[config.mk]
export PLATFORM = sky130hd
export DESIGN_NAME = muldiv_iter
export DESIGN_NICKNAME = d
export VERILOG_FILES = /design/src/rtl/md_pkg.sv /design/src/rtl/md_divstep.sv /design/src/rtl/muldiv_iter.sv
export SDC_FILE = /design/constraint.sdc
export NUM_CORES = 1
export LEC_CHECK = 0
export BUFFER_PORTS_ARGS = -buffer_cell sky130_fd_sc_hd__buf_2
export CORE_UTILIZATION = 50
export CTS_CLUSTER_DIAMETER = 60
export CTS_CLUSTER_SIZE = 12
export DETAILED_ROUTE_END_ITERATION = 6
export PLACE_DENSITY_LB_ADDON = 0.08
export REMOVE_ABC_BUFFERS = 1
export SLEW_MARGIN = 25
export SYNTH_ARGS = -nofsm -noshare
export SYNTH_HDL_FRONTEND = slang
export SYNTH_SLANG_ARGS = --single-unit
[constraint.sdc]
create_clock -name clk -period 3.4 [get_ports clk]
set_input_delay 0.34 -clock clk [delete_from_list [all_inputs] [get_ports clk]]
set_output_delay 0.34 -clock clk [all_outputs]
set_load 0.1 [all_outputs]
[src/rtl/md_pkg.sv]
// Shared definitions for the iterative multiply/divide unit: function codes,
// FSM states and default widths.
package md_pkg;

    localparam int unsigned XLEN_DEF = 32;
    localparam int unsigned ITER_DEF = 32;

    typedef enum logic [2:0] {
        FN_NONE = 3'b000,
        FN_MULT = 3'b001,
        FN_DIV  = 3'b010,
        FN_MTHI = 3'b011,
        FN_MTLO = 3'b100
    } md_func_e;

    typedef enum logic [1:0] {
        IDLE = 2'd0,
        MUL  = 2'd1,
        DIV  = 2'd2,
        FIX  = 2'd3
    } md_state_e;

endpackage

[src/rtl/md_divstep.sv]
// One restoring shift-subtract division step on magnitude operands.
module md_divstep #(
    parameter int unsigned XLEN = 32
) (
    input  logic [XLEN-1:0] i_rem,
    input  logic [XLEN-1:0] i_quo,
    input  logic [XLEN-1:0] i_dvsr,
    output logic [XLEN-1:0] o_rem,
    output logic [XLEN-1:0] o_quo
);

    logic [XLEN:0] w_shift;
    logic          w_ge;

    // Partial remainder stays below the divisor, so the result always fits XLEN bits.
    assign w_shift = {i_rem, i_quo[XLEN-1]};
    assign w_ge    = (w_shift >= {1'b0, i_dvsr});
    assign o_rem   = w_ge ? XLEN'(w_shift - {1'b0, i_dvsr}) : w_shift[XLEN-1:0];
    assign o_quo   = {i_quo[XLEN-2:0], w_ge};

endmodule

[src/rtl/muldiv_iter.sv]
// Iterative HI/LO multiply/divide unit (radix-2 shift-add MULT, restoring DIV).
// Optional MD_EARLY_OUT_EN: MULT finishes once the remaining multiplier bits are zero.
module muldiv_iter
    import md_pkg::*;
#(
    parameter int unsigned XLEN = XLEN_DEF,
    parameter int unsigned ITER = ITER_DEF
) (
    input  logic            clk,
    input  logic            rst,
    input  logic            start,
    input  logic [2:0]      F,
    input  logic            isSign,
    input  logic [XLEN-1:0] A,
    input  logic [XLEN-1:0] B,
    input  logic            cancel,
    output logic            busy,
    output logic            done,
    output logic [XLEN-1:0] O_HI,
    output logic [XLEN-1:0] O_LO
);

    localparam int unsigned CNT_W = $clog2(ITER + 1);
    localparam int unsigned PW    = 2 * XLEN;

    md_state_e        r_state, w_state_nxt;
    logic [CNT_W-1:0] r_cnt, w_cnt_nxt;
    logic [PW-1:0]    r_acc, w_acc_nxt;
    logic [PW-1:0]    r_mcand, w_mcand_nxt;
    logic [XLEN-1:0]  r_opb, w_opb_nxt;
    logic             r_neg_q, w_neg_q_nxt;
    logic             r_neg_r, w_neg_r_nxt;
    logic             r_bzero, w_bzero_nxt;
    logic             r_is_div, w_is_div_nxt;
    logic             r_busy, r_done, w_done_nxt;
    logic [XLEN-1:0]  r_hi, w_hi_nxt;
    logic [XLEN-1:0]  r_lo, w_lo_nxt;

    logic [XLEN-1:0]  w_abs_a, w_abs_b;
    logic [XLEN-1:0]  w_rem, w_quo;
    logic [XLEN-1:0]  w_ds_rem, w_ds_quo;
    logic             w_last;

    assign w_abs_a = (isSign && A[XLEN-1]) ? (XLEN'(0) - A) : A;
    assign w_abs_b = (isSign && B[XLEN-1]) ? (XLEN'(0) - B) : B;
    assign w_rem   = r_acc[PW-1:XLEN];
    assign w_quo   = r_acc[XLEN-1:0];
    assign w_last  = (r_cnt == CNT_W'(ITER - 1));

    // During DIV the accumulator holds {partial remainder, dividend/quotient}.
    md_divstep #(.XLEN(XLEN)) u_divstep (
        .i_rem  (w_rem),
        .i_quo  (w_quo),
        .i_dvsr (r_opb),
        .o_rem  (w_ds_rem),
        .o_quo  (w_ds_quo)
    );

    always_ff @(posedge clk or negedge rst) begin
        if (!rst) begin
            r_state <= IDLE;
        end else begin
            r_state <= w_state_nxt;
        end
    end

    always_comb begin
        w_state_nxt  = r_state;
        w_cnt_nxt    = r_cnt;
        w_acc_nxt    = r_acc;
        w_mcand_nxt  = r_mcand;
        w_opb_nxt    = r_opb;
        w_neg_q_nxt  = r_neg_q;
        w_neg_r_nxt  = r_neg_r;
        w_bzero_nxt  = r_bzero;
        w_is_div_nxt = r_is_div;
        w_done_nxt   = 1'b0;
        w_hi_nxt     = r_hi;
        w_lo_nxt     = r_lo;

        case (r_state)
            IDLE: begin
                if (start && !cancel) begin
                    case (F)
                        FN_MULT, FN_DIV: begin
                            w_state_nxt  = (F == FN_MULT) ? MUL : DIV;
                            w_cnt_nxt    = '0;
                            w_opb_nxt    = w_abs_b;
                            w_neg_q_nxt  = isSign & (A[XLEN-1] ^ B[XLEN-1]);
                            w_neg_r_nxt  = isSign & A[XLEN-1];
                            w_bzero_nxt  = (B == '0);
                            w_is_div_nxt = (F == FN_DIV);
                            if (F == FN_MULT) begin
                                w_acc_nxt   = '0;
                                w_mcand_nxt = {XLEN'(0), w_abs_a};
                            end else begin
                                w_acc_nxt   = {XLEN'(0), w_abs_a};
                                w_mcand_nxt = '0;
                            end
                        end
                        FN_MTHI: begin
                            w_hi_nxt   = A;
                            w_done_nxt = 1'b1;
                        end
                        FN_MTLO: begin
                            w_lo_nxt   = A;
                            w_done_nxt = 1'b1;
                        end
                        default: ;
                    endcase
                end
            end
            MUL: begin
                if (r_opb[0]) begin
                    w_acc_nxt = r_acc + r_mcand;
                end
                w_mcand_nxt = r_mcand << 1;
                w_opb_nxt   = r_opb >> 1;
                w_cnt_nxt   = r_cnt + CNT_W'(1);
`ifdef MD_EARLY_OUT_EN
                if ((r_opb[XLEN-1:1] == '0) || w_last) begin
                    w_state_nxt = FIX;
                end
`else
                if (w_last) begin
                    w_state_nxt = FIX;
                end
`endif
            end
            DIV: begin
                w_acc_nxt = {w_ds_rem, w_ds_quo};
                w_cnt_nxt = r_cnt + CNT_W'(1);
                if (w_last) begin
                    w_state_nxt = FIX;
                end
            end
            FIX: begin
                w_state_nxt = IDLE;
                w_done_nxt  = 1'b1;
                if (r_is_div) begin
                    // Divide by zero: quotient all ones, remainder returns the dividend.
                    w_lo_nxt = r_bzero ? '1 : (r_neg_q ? (XLEN'(0) - w_quo) : w_quo);
                    w_hi_nxt = r_neg_r ? (XLEN'(0) - w_rem) : w_rem;
                end else begin
                    {w_hi_nxt, w_lo_nxt} = r_neg_q ? (PW'(0) - r_acc) : r_acc;
                end
            end
            default: w_state_nxt = IDLE;
        endcase

        // A flush abandons the op without touching HI/LO.
        if (cancel && (r_state != IDLE)) begin
            w_state_nxt = IDLE;
            w_done_nxt  = 1'b0;
            w_hi_nxt    = r_hi;
            w_lo_nxt    = r_lo;
        end
    end

    always_ff @(posedge clk or negedge rst) begin
        if (!rst) begin
            r_cnt    <= '0;
            r_acc    <= '0;
            r_mcand  <= '0;
            r_opb    <= '0;
            r_neg_q  <= 1'b0;
            r_neg_r  <= 1'b0;
            r_bzero  <= 1'b0;
            r_is_div <= 1'b0;
            r_busy   <= 1'b0;
            r_done   <= 1'b0;
            r_hi     <= '0;
            r_lo     <= '0;
        end else begin
            r_cnt    <= w_cnt_nxt;
            r_acc    <= w_acc_nxt;
            r_mcand  <= w_mcand_nxt;
            r_opb    <= w_opb_nxt;
            r_neg_q  <= w_neg_q_nxt;
            r_neg_r  <= w_neg_r_nxt;
            r_bzero  <= w_bzero_nxt;
            r_is_div <= w_is_div_nxt;
            r_busy   <= (w_state_nxt != IDLE);
            r_done   <= w_done_nxt;
            r_hi     <= w_hi_nxt;
            r_lo     <= w_lo_nxt;
        end
    end

    assign busy = r_busy;
    assign done = r_done;
    assign O_HI = r_hi;
    assign O_LO = r_lo;

endmodule

== After elaboration in Yosys (flattened, before gate mapping) ==
Cells that the tools add are included.

* Bits in registers: 238
* Bits of input ports: 72
* Output and inout port bits: 66

* $add $sub $neg: 8
* Magnitude comparators: 1
* Eq/ne operators: 13
* Muxes and demuxes: 40
* Bitwise gates (word level): 4
* Reduce and logical (&&, ||, !) cells: 22

{| class="wikitable"
|+ Operator list
! operator !! number
|-
| $mux W32 || 16
|-
| $mux W64 || 6
|-
| $pmux W32 S2 || 3
|-
| $pmux W64 S3 || 1
|-
| $pmux W64 S2 || 1
|-
| $sub A1 B32 Y32 const A || 4
|-
| $add A64 B64 Y64 || 1
|-
| $sub A1 B64 Y64 const A || 1
|-
| $ge A33 B32 Y1 || 1
|-
| $logic_not A32 Y1 || 1
|-
| $sub A32 B32 Y32 || 1
|-
| $mux W6 || 2
|-
| $pmux W6 S2 || 1
|-
| $reduce_and A4 Y1 || 3
|-
| $mux W2 || 5
|-
| $reduce_bool A2 Y1 || 5
|-
| $reduce_and A3 Y1 || 3
|-
| $add A6 B1 Y6 const B || 1
|-
| $eq A3 B2 Y1 const B || 2
|-
| $eq A6 B5 Y1 const B || 1
|-
| $ne A2 B1 Y1 const B || 3
|-
| $pmux W2 S3 || 1
|-
| $reduce_or A2 Y1 || 3
|-
| $eq A2 B2 Y1 const B || 2
|-
| 13 further kinds || 20
|}

== Logic depth before layout (Yosys ltp) ==
Gate-level depths: netlist of the first run.

* Depth in word-level cells: 7
* Depth in mapped cells: 15

== Cells and area by module ==
A second synthesis of the first run with hierarchy kept.

* Cells, all modules: 2497
* Area, all modules: 19874.1 um^2

{| class="wikitable"
|+ By module, submodules not included
! module !! times used !! cells each !! area an instance (um^2)
|-
| muldiv_iter || 1 || 2142 || 17302.8
|-
| md_divstep || 1 || 355 || 2571.2
|}

== Worst setup path before layout of the first run ==
Ideal clock, no wire load.

* Path type: reg-to-reg
* From: register r_acc[19]
* To: register r_acc[63]
* Arrival: 3005 ps
* Setup slack: 271 ps
* Stages on the path, launching flop included: 12
* Buffers on the path: 0
* Clock period less this slack: 3129 ps
* Cells stage by stage: dfrtp_1 -> ha_1 -> nand2_1 -> or4_1 -> or2_0 -> a311oi_1 -> o211ai_1 -> a31oi_1 -> a31oi_1 -> o21ba_2 -> mux2i_1 -> a211o_1

* Longest elaborated chain between the ends: 3

{| class="wikitable"
|+ RTL lines
! element !! RTL line !! text
|-
| from (decl) || muldiv_iter.sv:28 || <nowiki>logic [PW-1:0] r_acc, w_acc_nxt;</nowiki>
|-
| from (signal assigned) || muldiv_iter.sv:176 || <nowiki>r_acc <= w_acc_nxt;</nowiki>
|-
| $add A64 B64 Y64 || muldiv_iter.sv:115 || <nowiki>w_acc_nxt = r_acc + r_mcand;</nowiki>
|-
| $mux W64 || muldiv_iter.sv:114 || <nowiki>if (r_opb[0]) begin</nowiki>
|-
| $pmux W64 S3 || muldiv_iter.sv:81 || <nowiki>case (r_state)</nowiki>
|}

Every way passes these cells. The select of a mux whose other input is x is not followed.
A chain may end at the register's enable or synchronous reset.

== Worst setup path in the final report of the first run ==
* From: register r_acc[7]
* To: register r_acc[50]

The elaborated chain is that of the path after synthesis.

==> impl_metrics.toml, run 1 <==
[detailed_routing]
drc = 2
viasPerCell = 6.12
drt_pre_antenna_iters = 7
routed_wl_mm = 71.3
wl_per_cell_um = 21.5
vias = 20200
drt-initial-drc-count = 1375
drtAntennaViolNets = 0

[timing]
tightestPinTransition_ps = 1140
worst_slack_ps = 48.7
setup-tns-final_ps = 0
timing.fmax_ghz = 0.298
hold-worst-slack_ps = 30.8
clock_skew_ps = 19.8
setup_violations = 0
relSlewSlack = 0.237
min_period_over_period = 0.986
slew_viol_final = 0
hold_viol_final = 0
period_needed_ps = 3350

[synth]
postSynth.asyncResetShare = 1.00
synth_xor_xnor_area_share = 0.0876
synthFlopType = "dfrtp_1"
ys_seq_area_frac = 0.304
synth_fa_ha_area_frac = 0.0685
synth_top_family_by_area = "compound AO/OA/AOI/OAI gates"
postSynthAreaPerCell_um2 = 7.68
synth_compound_area_frac = 0.267
synthSimpleGateAreaFrac = 0.204
synth_edf_count = 0
synthDistinctLibCells = 83
yosysWarnings = 0
syn_inst = 2550
ys_seq_elements = 238
synthesis.area_um2 = 19600
synth_mux_area_frac = 0.0241

[floorplanning]
fp-row-count = 72
die_x_um = 200
io_pins = 138
initial_utilization = 0.507
core_area_um2 = 38600
die_y_um = 200
dieArea_um2 = 40000

[power]
ir_drop_mv = 0.684
swShare = 0.545
power.density_nw_per_um2 = 1210
p_comb_frac = 0.704
internal_power_uw = 12700
p_sw_uw = 15200
clock_power_share = 0.118
p_leak_uw = 0.0106
p_seq_frac = 0.179
design_power_total_uw = 27900

[clocking]
clk_pin_slew_ps = 60
cts_buffers = 29
cts_htree_levels = 1
cts_tree = "yes"
clk_path_buf_depth = 3
clock_sinks = 238
cts_root_buffer = "clkbuf_16"
clk_latency_ps = 590

[layout]
layout-drive-gt1-share = 0.165
fin_nets = 2948
final_area_um2 = 23100
area_growth_pct = 18.1
nFillCells = 3584

[min_path]
min_path_type = "in2reg"

[worst_setup_path]
endpoint_kind = "flip-flop"
critPathKind = "reg2reg"
r2r_start = "r_acc[7]"
crit_fanout = 8
r2r_cells = 11
timing.rr.end = "r_acc[50]"
worstSetupStartpointType = "flip-flop"
crit_required_ps = 3880
worstPathArrival_ps = 3830
crit_end = "r_acc[50]"
setup.worst_path.start = "r_acc[7]"
reg2reg_slack_ps = 50

[status]
outcome = "finished with violations"
violations = "DRC"

[placement]
io_buffers = 137
place_area_um2 = 22000
place_congestion = 1.04
post-place-ws_ps = -58.5
dpl.hpwl_mm = 54.6

[grt]
grt_pass1_vias = 19600
grt_use_total = 0.356
antenna_found_initial = 1
grt-ovfl-total = 0
grt_pass1_wl_mm = 110
grt_max_degree = 95

[run]
maxCapViolCount = 0
routing by layer:
| metal | track usage | up-vias | routed length [um] |
|---|---|---|---|
| li1 | - | 9593 | - |
| met1 | 0.446 | 9688 | 29400 |
| met2 | 0.604 | 778 | 33700 |
| met3 | 0.0455 | 189 | 4550 |
| met4 | 0.175 | 0 | 3670 |
| met5 | 0 | - | 0 |
cells in the final DEF, fill, tap and decap left out, types with 13 or more instances in the layout:
cell,n
buf_2,136
or4_1,13
o21ai_1,16
a21o_1,69
clkbuf_16,29
mux2i_1,46
o211ai_1,13
o21a_1,22
xnor2_1,110
ha_1,99
o21bai_1,25
o31ai_1,24
nand4_1,30
dfrtp_1,235
or3_1,13
o22ai_1,36
a21oi_1,194
nand2_1,405
o21ai_0,280
xor2_1,85
nor4_1,14
a31oi_1,15
buf_4,201
a221oi_1,29
nor3_1,33
o41ai_1,16
a211oi_1,17
inv_1,74
nand2b_1,25
nor2_1,209
nand3_1,64
worst max-delay path: stages, from the launching register on:
cell and delay [ps]:
dfrtp_2 460, ha_1 350, a211oi_1 240, nor2_1 110, o41ai_2 450, a21oi_1 170, o2111a_2 320, or2_2 330
a31oi_4 200, o21ai_0 130, xor2_1 160, a221o_1 320
registers in the layout (all words and copies together), names as in the netlist:
register / count
r_acc: 64
r_mcand: 64
O_HI: 32
O_LO: 32
r_opb: 32
r_cnt: 6
r_state: 2
busy: 1
done: 1
r_bzero: 1
r_is_div: 1
r_neg_q: 1
r_neg_r: 1
synth_stat cells, types with 46 or more instances:
cell type  instances  area [um^2]
a21oi_1          195          976
dfrtp_1          238         5960
inv_1             74          278
ha_1             104         1300
nand3_1           64          320
xor2_1            85          744
xnor2_1          111          972
nand2_1          410         1540
a21o_1            70          526
nor2_1           212          796
mux2i_1           46          460
o21ai_0          285         1430
clkbuf_1         135          507
layout make-up:
type | count | area [um^2] | share of cell area
antenna | 1 | 2.50 | 0.000108
tap | 518 | 648 | 0.0280
sequential | 238 | 5960 | 0.258
clock buffer | 42 | 835 | 0.0361
multi-input combinational | 2083 | 13000 | 0.560
inverter | 75 | 282 | 0.0122
clock inverter | 11 | 158 | 0.00681
timing repair buffer | 343 | 2290 | 0.0992
power groups by stage:
| stage | logic (uW) | clock network, uW | registers (uW) |
|---|---|---|---|
| 2_1_floorplan | 9930 | 0 | 7770 |
| 3_3_place_gp | 19100 | 0 | 4940 |
| 3_5_place_dp | 19200 | 0 | 4980 |
| 4_1_cts | 19300 | 3340 | 4950 |
| 5_1_grt | 21200 | 3440 | 5130 |
| 6_report | 19700 | 3280 | 4990 |
what timing repair did:
action,CTS,global route
hold endpoints to repair,70,0
endpoints found under the setup margin,5,26
resized for setup,3,30
setup buffers,0,3
hold buffers,1,0
pin swaps,1,8
through the flow:
step / std cells / utilization
2_1_floorplan: 2396 / -
3_3_place_gp: 3253 / 0.568
3_5_place_dp: 3253 / 0.568
4_1_cts: 3307 / 0.595
5_1_grt: 3310 / 0.599
6_report: 3311 / 0.599
cell families after synthesis:
family	count (synthesis)
xor+xnor	196
flops	238
simple gates	891
buf+inv	229
fa+ha+maj	106
compound gates	843
mux	47
how the worst min path moves through the flow:
stage                     start  endpoint  depth (start not counted)
after global placement      rst   O_LO[6]                          1
final                     start      done                          3
after CTS                 start      done                          3
after global routing      start      done                          3
after detailed placement    rst   O_LO[7]                          1
after floorplan             rst   O_HI[0]                          0
Note: power is estimated with default switching activity, not from simulation.
==> inputs of run 2 (changes only) <==
--- a/config.mk
+++ b/config.mk
@@ -7,7 +7,7 @@
 export LEC_CHECK = 0
 export BUFFER_PORTS_ARGS = -buffer_cell sky130_fd_sc_hd__buf_2
 export CORE_UTILIZATION = 50
-export CTS_CLUSTER_DIAMETER = 60
+export CTS_CLUSTER_DIAMETER = 120
 export CTS_CLUSTER_SIZE = 12
 export DETAILED_ROUTE_END_ITERATION = 6
 export PLACE_DENSITY_LB_ADDON = 0.08
==> constraint.sdc (replaced) <==
create_clock -name clk -period 3.1 [get_ports clk]
set_input_delay 0.31 -clock clk [delete_from_list [all_inputs] [get_ports clk]]
set_output_delay 0.31 -clock clk [all_outputs]
set_load 0.1 [all_outputs]
==> run 2 against run 1 <==
- the flow finishes with violations (setup timing)
- worst setup slack got worse by 190 ps
- sequential share of layout area shrank 2.0 points
- die area is the same
- critical path depth up 1
- clock power decreased by 21%
- largest cell class unchanged
==> impl_metrics.toml, run 2 (synthesis gave the netlist of run 1 again) <==
[status]
outcome = "finished with violations"
violations = "setup timing"

[worst_setup_path]
crit_fanout = 4
critPathKind = "reg2reg"
timing.rr.end = "O_HI[28]"
slowest_delay_ps = 520
reg2reg_slack_ps = -140
worst-path-stages = 12
path_delay_family = "simple AND/OR/NAND/NOR gates"
r2r_start = "r_acc[15]"
slowest_stage = "or4_4"
crit_path_cell_trace = "or4_4 > or3_4 > or3_4 > o31a_1 > buf_6 > nor2_4 > and2_4 > buf_6 > a21oi_4 > xnor2_1 > a211oi_1 > a21o_1"
worstSetupStartpointType = "flip-flop"
r2r_cells = 12
endpoint_kind = "flip-flop"
crit_buf_inv = 2
worstPathArrival_ps = 3680
crit_required_ps = 3540

[clocking]
clock_sinks = 238
cts_buffers = 23
cts_root_buffer = "clkbuf_16"
cts_htree_levels = 1
clk_pin_slew_ps = 60
cts_tree = "yes"
clk_latency_ps = 550
clk_path_buf_depth = 3

[floorplanning]
die_x_um = 200
io_pins = 138
die_y_um = 200
dieArea_um2 = 40000
initial_utilization = 0.507
core_area_um2 = 38600
fp-row-count = 72

[detailed_routing]
wl_per_cell_um = 21.1
drtAntennaViolNets = 0
vias = 21000
viasPerCell = 6.04
routed_wl_mm = 73.4
drt-initial-drc-count = 1417
drc = 0
drt_pre_antenna_iters = 6

[layout]
final_common_cell = "nand2_1"
layout-drive-gt1-share = 0.254
stdcell_count = 3478
final_cell_mix = "nand2_1 (401), buf_4 (382), o21ai_0 (244)"
area_growth_pct = 28.4
reg_top3 = "r_acc (64), r_mcand (64)"
nFillCells = 3394
fin_nets = 3138

[timing]
setup_violations = 19
clock_skew_ps = 10.8
hold_viol_final = 0
period_needed_ps = 3240
slew_viol_final = 0
min_period_over_period = 1.04
worst_slack_ps = -138
timing.fmax_ghz = 0.309
rsz0062_at_grt = "true"
hold-worst-slack_ps = 49.2
tightestPinTransition_ps = 841
relSlewSlack = 0.437
setup-tns-final_ps = -1140

[power]
power.density_nw_per_um2 = 1320
p_leak_uw = 0.0115
ir_drop_mv = 0.718
design_power_total_uw = 33200

[grt]
antenna_found_initial = 0
grt-ovfl-total = 0
grt_max_degree = 95
grt_pass1_vias = 20600
grt_use_total = 0.366
grt_pass1_wl_mm = 113

[placement]
dpl.cell_count = 3420
io_buffers = 137
place_congestion = 1.07
dpl.hpwl_mm = 55.9

[min_path]
hp-start = "start"
min_path_type = "in2reg"
hold_depth = 3
hold_end = "done"

[run]
maxCapViolCount = 0
run 2: report_power, final:
| part | switching [uW] | internal [uW] |
|---|---|---|
| registers | 1050 | 4380 |
| clock network | 1270 | 1330 |
| logic | 15300 | 9850 |
run 2: worst min-delay path: cells and delay by family:
kind / cells / cell delay [ps]
buffers and inverters: 1 / 110
AOI/OAI and AO/OA: 1 / 60
and+or+nand+nor: 1 / 70
run 2: area by class of cell:
type                            instances  area, um^2  share of cell area
Timing Repair Buffer                  539        3870               0.154
Sequential cell                       238        5960               0.237
Antenna cell                            1        2.50           0.0000995
Inverter                               75         282              0.0112
Multi-Input combinational cell       2083       13800               0.548
Tap cell                              518         648              0.0258
Clock buffer                           24         589              0.0234
run 2: layer usage:
metal	wire [um]	part of all wire	vias up	GRT usage
met5	0	0	-	0
met4	3710	0.051	0	0.170
met3	4540	0.062	192	0.0427
met2	35100	0.48	771	0.627
met1	30000	0.41	10100	0.459
li1	-	-	9938	-
run 2: worst max-delay path by stage:
stage,start,to
floorplan,r_state[1],r_opb[31]
global placement,r_acc[14],r_acc[31]
detailed placement,r_acc[14],r_acc[31]
CTS,r_acc[10],O_HI[22]
global route,r_acc[15],O_HI[22]
finish,r_acc[15],O_HI[28]
run 2: per-stage QoR:
step                 util  setup slack, ps  instance area [um^2]
floorplan               -            -6550                 19000
global placement    0.601             -404                 23200
detailed placement  0.601             -407                 23200
CTS                 0.632             -169                 24400
global route        0.651             -241                 25100
finish              0.651             -138                 25100
run 2: what timing repair did:
action / CTS / global route
setup buffers: 17 / 16
hold endpoints to repair: 65 / 0
endpoints found under the setup margin: 37 / 67
pin swaps: 55 / 80
cloned: 1 / 0
hold buffers: 1 / 0
gates resized for setup: 91 / 143
==> inputs of run 3 (changes only) <==
--- a/config.mk
+++ b/config.mk
@@ -15,4 +15,5 @@
 export SLEW_MARGIN = 25
 export SYNTH_ARGS = -nofsm -noshare
 export SYNTH_HDL_FRONTEND = slang
+export SYNTH_HIERARCHICAL = 1
 export SYNTH_SLANG_ARGS = --single-unit
==> run 3 against run 2 <==
- the run ends with DRC, setup timing left
- first-iteration DRC count is 12% higher
- utilization is 1.2 points lower
- final area is 1.1% lower
- worst hold slack better by 30 ps
- clock power is 2% lower
- global-route usage is 0.53 points lower
- cell count is 3.0% lower
- clock skew is 13 ps higher
- sequential cell count stayed put
- non-clock buffer count is 29 lower
- synthesized cell count is 2.1% lower
- critical path depth is 1 higher
- largest cell class unchanged
==> impl_metrics.toml, run 3 <==
[worst_setup_path]
crit_path_cell_trace = "ha_2 > inv_2 > fa_2 > nand2b_4 > a21o_1 > a21oi_4 > o21bai_4 > a31o_4 > o41ai_4 > a31o_4 > a41oi_2 > xor2_1 > o22ai_1"
crit_required_ps = 3570
endpoint_kind = "flip-flop"
critPathKind = "reg2reg"
path_delay_family = "compound AO/OA/AOI/OAI gates"
slowest_delay_ps = 370
slowest_stage = "dfrtp_1"
crit_top_cell = "a31o_4"
worstPathArrival_ps = 3630
setup.worst_path.start = "r_mcand[0]"
crit_buf_inv = 1
worstSetupStartpointType = "flip-flop"
crit_fanout = 7
r2r_start = "r_mcand[0]"

[status]
violations = "DRC, setup timing"
outcome = "finished with violations"

[placement]
io_buffers = 137
dpl.hpwl_mm = 56.7
place_area_um2 = 23200
place_congestion = 1.03

[timing]
min_period_over_period = 1.02
slew_viol_final = 0
setup_violations = 17
rsz0062_at_grt = "true"
timing.fmax_ghz = 0.316
clock_skew_ps = 23.3
hold_viol_final = 0
tightestPinTransition_ps = 848
relSlewSlack = 0.433
period_needed_ps = 3160
hold-worst-slack_ps = 79.1
setup-tns-final_ps = -369
worst_slack_ps = -61.3

[layout]
final_common_cell = "buf_4"
final_cell_mix = "buf_4 (356), nand2_1 (276), dfrtp_1 (236)"
reg_top3 = "r_acc (64), r_mcand (64)"
area_growth_pct = 25.1
fin_nets = 3034
fin_util = 0.639
layout-drive-gt1-share = 0.260
final_area_um2 = 24900

[synth]
synth.largest_area_cell = "dfrtp_1"
yosysWarnings = 6
ys_seq_area_frac = 0.300
syn_inst = 2497
synthesis.area_um2 = 19900
synth_mux_area_frac = 0.0302
synth_edf_count = 0
synthFlopType = "dfrtp_1"
synth_compound_area_frac = 0.268
yosys-top-cells-count = "nand2_1 (279), o21ai_0 (247), dfrtp_1 (238), nor2_1 (232), a21oi_1 (218)"
postSynthAreaPerCell_um2 = 7.96
synth_top_area_frac = 0.300
synthDistinctLibCells = 90
postSynth.asyncResetShare = 1.00
synthSimpleGateAreaFrac = 0.188
ys_seq_elements = 238
synth_most_common_cell = "nand2_1"
synth_fa_ha_area_frac = 0.0675
synth_top_family_by_area = "compound AO/OA/AOI/OAI gates"
synth_area_leaders = "dfrtp_1 (30%), ha_1 (6.5%), o21ai_0 (6.2%)"
synth_xor_xnor_area_share = 0.0890

[run]
maxCapViolCount = 0

[grt]
grt_max_degree = 135
grt-ovfl-total = 0
grt_use_total = 0.360
antenna_found_initial = 2
grt_pass1_wl_mm = 115
grt_pass1_vias = 20500

[detailed_routing]
drt-initial-drc-count = 1593
drc = 4
viasPerCell = 6.19
vias = 20900
wl_per_cell_um = 22.3
drtAntennaViolNets = 0
drt_pre_antenna_iters = 7
routed_wl_mm = 75.3

[clocking]
cts_root_buffer = "clkbuf_16"
cts_buffers = 23
clk_path_buf_depth = 3
clk_pin_slew_ps = 70
clk_latency_ps = 550
cts_htree_levels = 1
cts_tree = "yes"
clock_sinks = 238

[floorplanning]
dieArea_um2 = 40500
initial_utilization = 0.511
io_pins = 138
fp-row-count = 72
die_y_um = 201
die_x_um = 201
core_area_um2 = 38900

[power]
power.density_nw_per_um2 = 1240
ir_drop_mv = 0.837
p_leak_uw = 0.0112
design_power_total_uw = 30900

[min_path]
min_path_type = "in2reg"
hp-start = "B[30]"
## run 3: cell types whose count changed after synthesis, sizes merged, moves of 24 or more
cell	previous run	this run
a21oi	196	220
a22o	4	37
buf	19	51
mux2	1	29
nand2	410	279
nand3	64	34
o21ai	298	269
## run 3: logic make-up after synthesis
kind of cell             after synthesis
multiplexers                          53
AND/OR/NAND/NOR                      787
buffers and inverters                262
AO/OA/AOI/OAI                        849
flip-flops                           238
adder cells (fa/ha/maj)              106
XOR/XNOR                             202
## run 3: final timing paths
kind,end,cells after the start,slack [ps]
worst max-delay path,r_acc[50],13,-60
worst min-delay path,r_bzero,3,80
worst max register to register,r_acc[50],13,-60
worst min register to register,O_HI[13],1,470
max in group asynchronous,r_mcand[17],3,1950
min in group asynchronous,O_LO[7],2,370
## run 3: final cells by class
| type | count | area (um^2) |
|---|---|---|
| fill | 3467 | 14100 |
| inverter | 86 | 328 |
| antenna | 1 | 2.50 |
| sequential | 238 | 5960 |
| clock buffer | 24 | 589 |
| multi-input combinational | 1997 | 13700 |
| timing repair buffer | 510 | 3680 |
| tap | 518 | 648 |
## run 3: worst register-to-register path, stage by stage, from the launching register on
cell      delay [ps]
dfrtp_1          370
ha_2             190
inv_2             40
fa_2             340
nand2b_4         150
a21o_1           220
a21oi_4          230
o21bai_4          90
a31o_4           250
o41ai_4          360
a31o_4           330
a41oi_2          160
xor2_1           200
o22ai_1          160
## run 3: repair_timing
| action | CTS | global route |
|---|---|---|
| pin swaps | 18 | 57 |
| setup buffers | 13 | 14 |
| hold endpoints to repair | 77 | 0 |
| hold buffers | 1 | 0 |
| setup endpoints to repair | 50 | 54 |
| resized for setup | 37 | 135 |
| gates cloned | 0 | 1 |
## run 3: metal layers
layer	part of all wire	wire (um)	GRT usage
met4	0.062	4670	0.219
met5	0	0	0
met2	0.47	35500	0.603
met1	0.40	30100	0.438
met3	0.066	5000	0.0528
## run 3: power by group
part	internal [uW]	switching (uW)
registers	4340	1030
logic	9120	13900
clock network	1330	1240
total	14800	16200
## run 3: metrics by stage
stage          cells  worst slack, ps
2_1_floorplan   2321            -2360
3_3_place_gp    3324             -420
3_5_place_dp    3324             -427
4_1_cts         3360            -8.96
5_1_grt         3373             -173
6_report        3374            -61.3
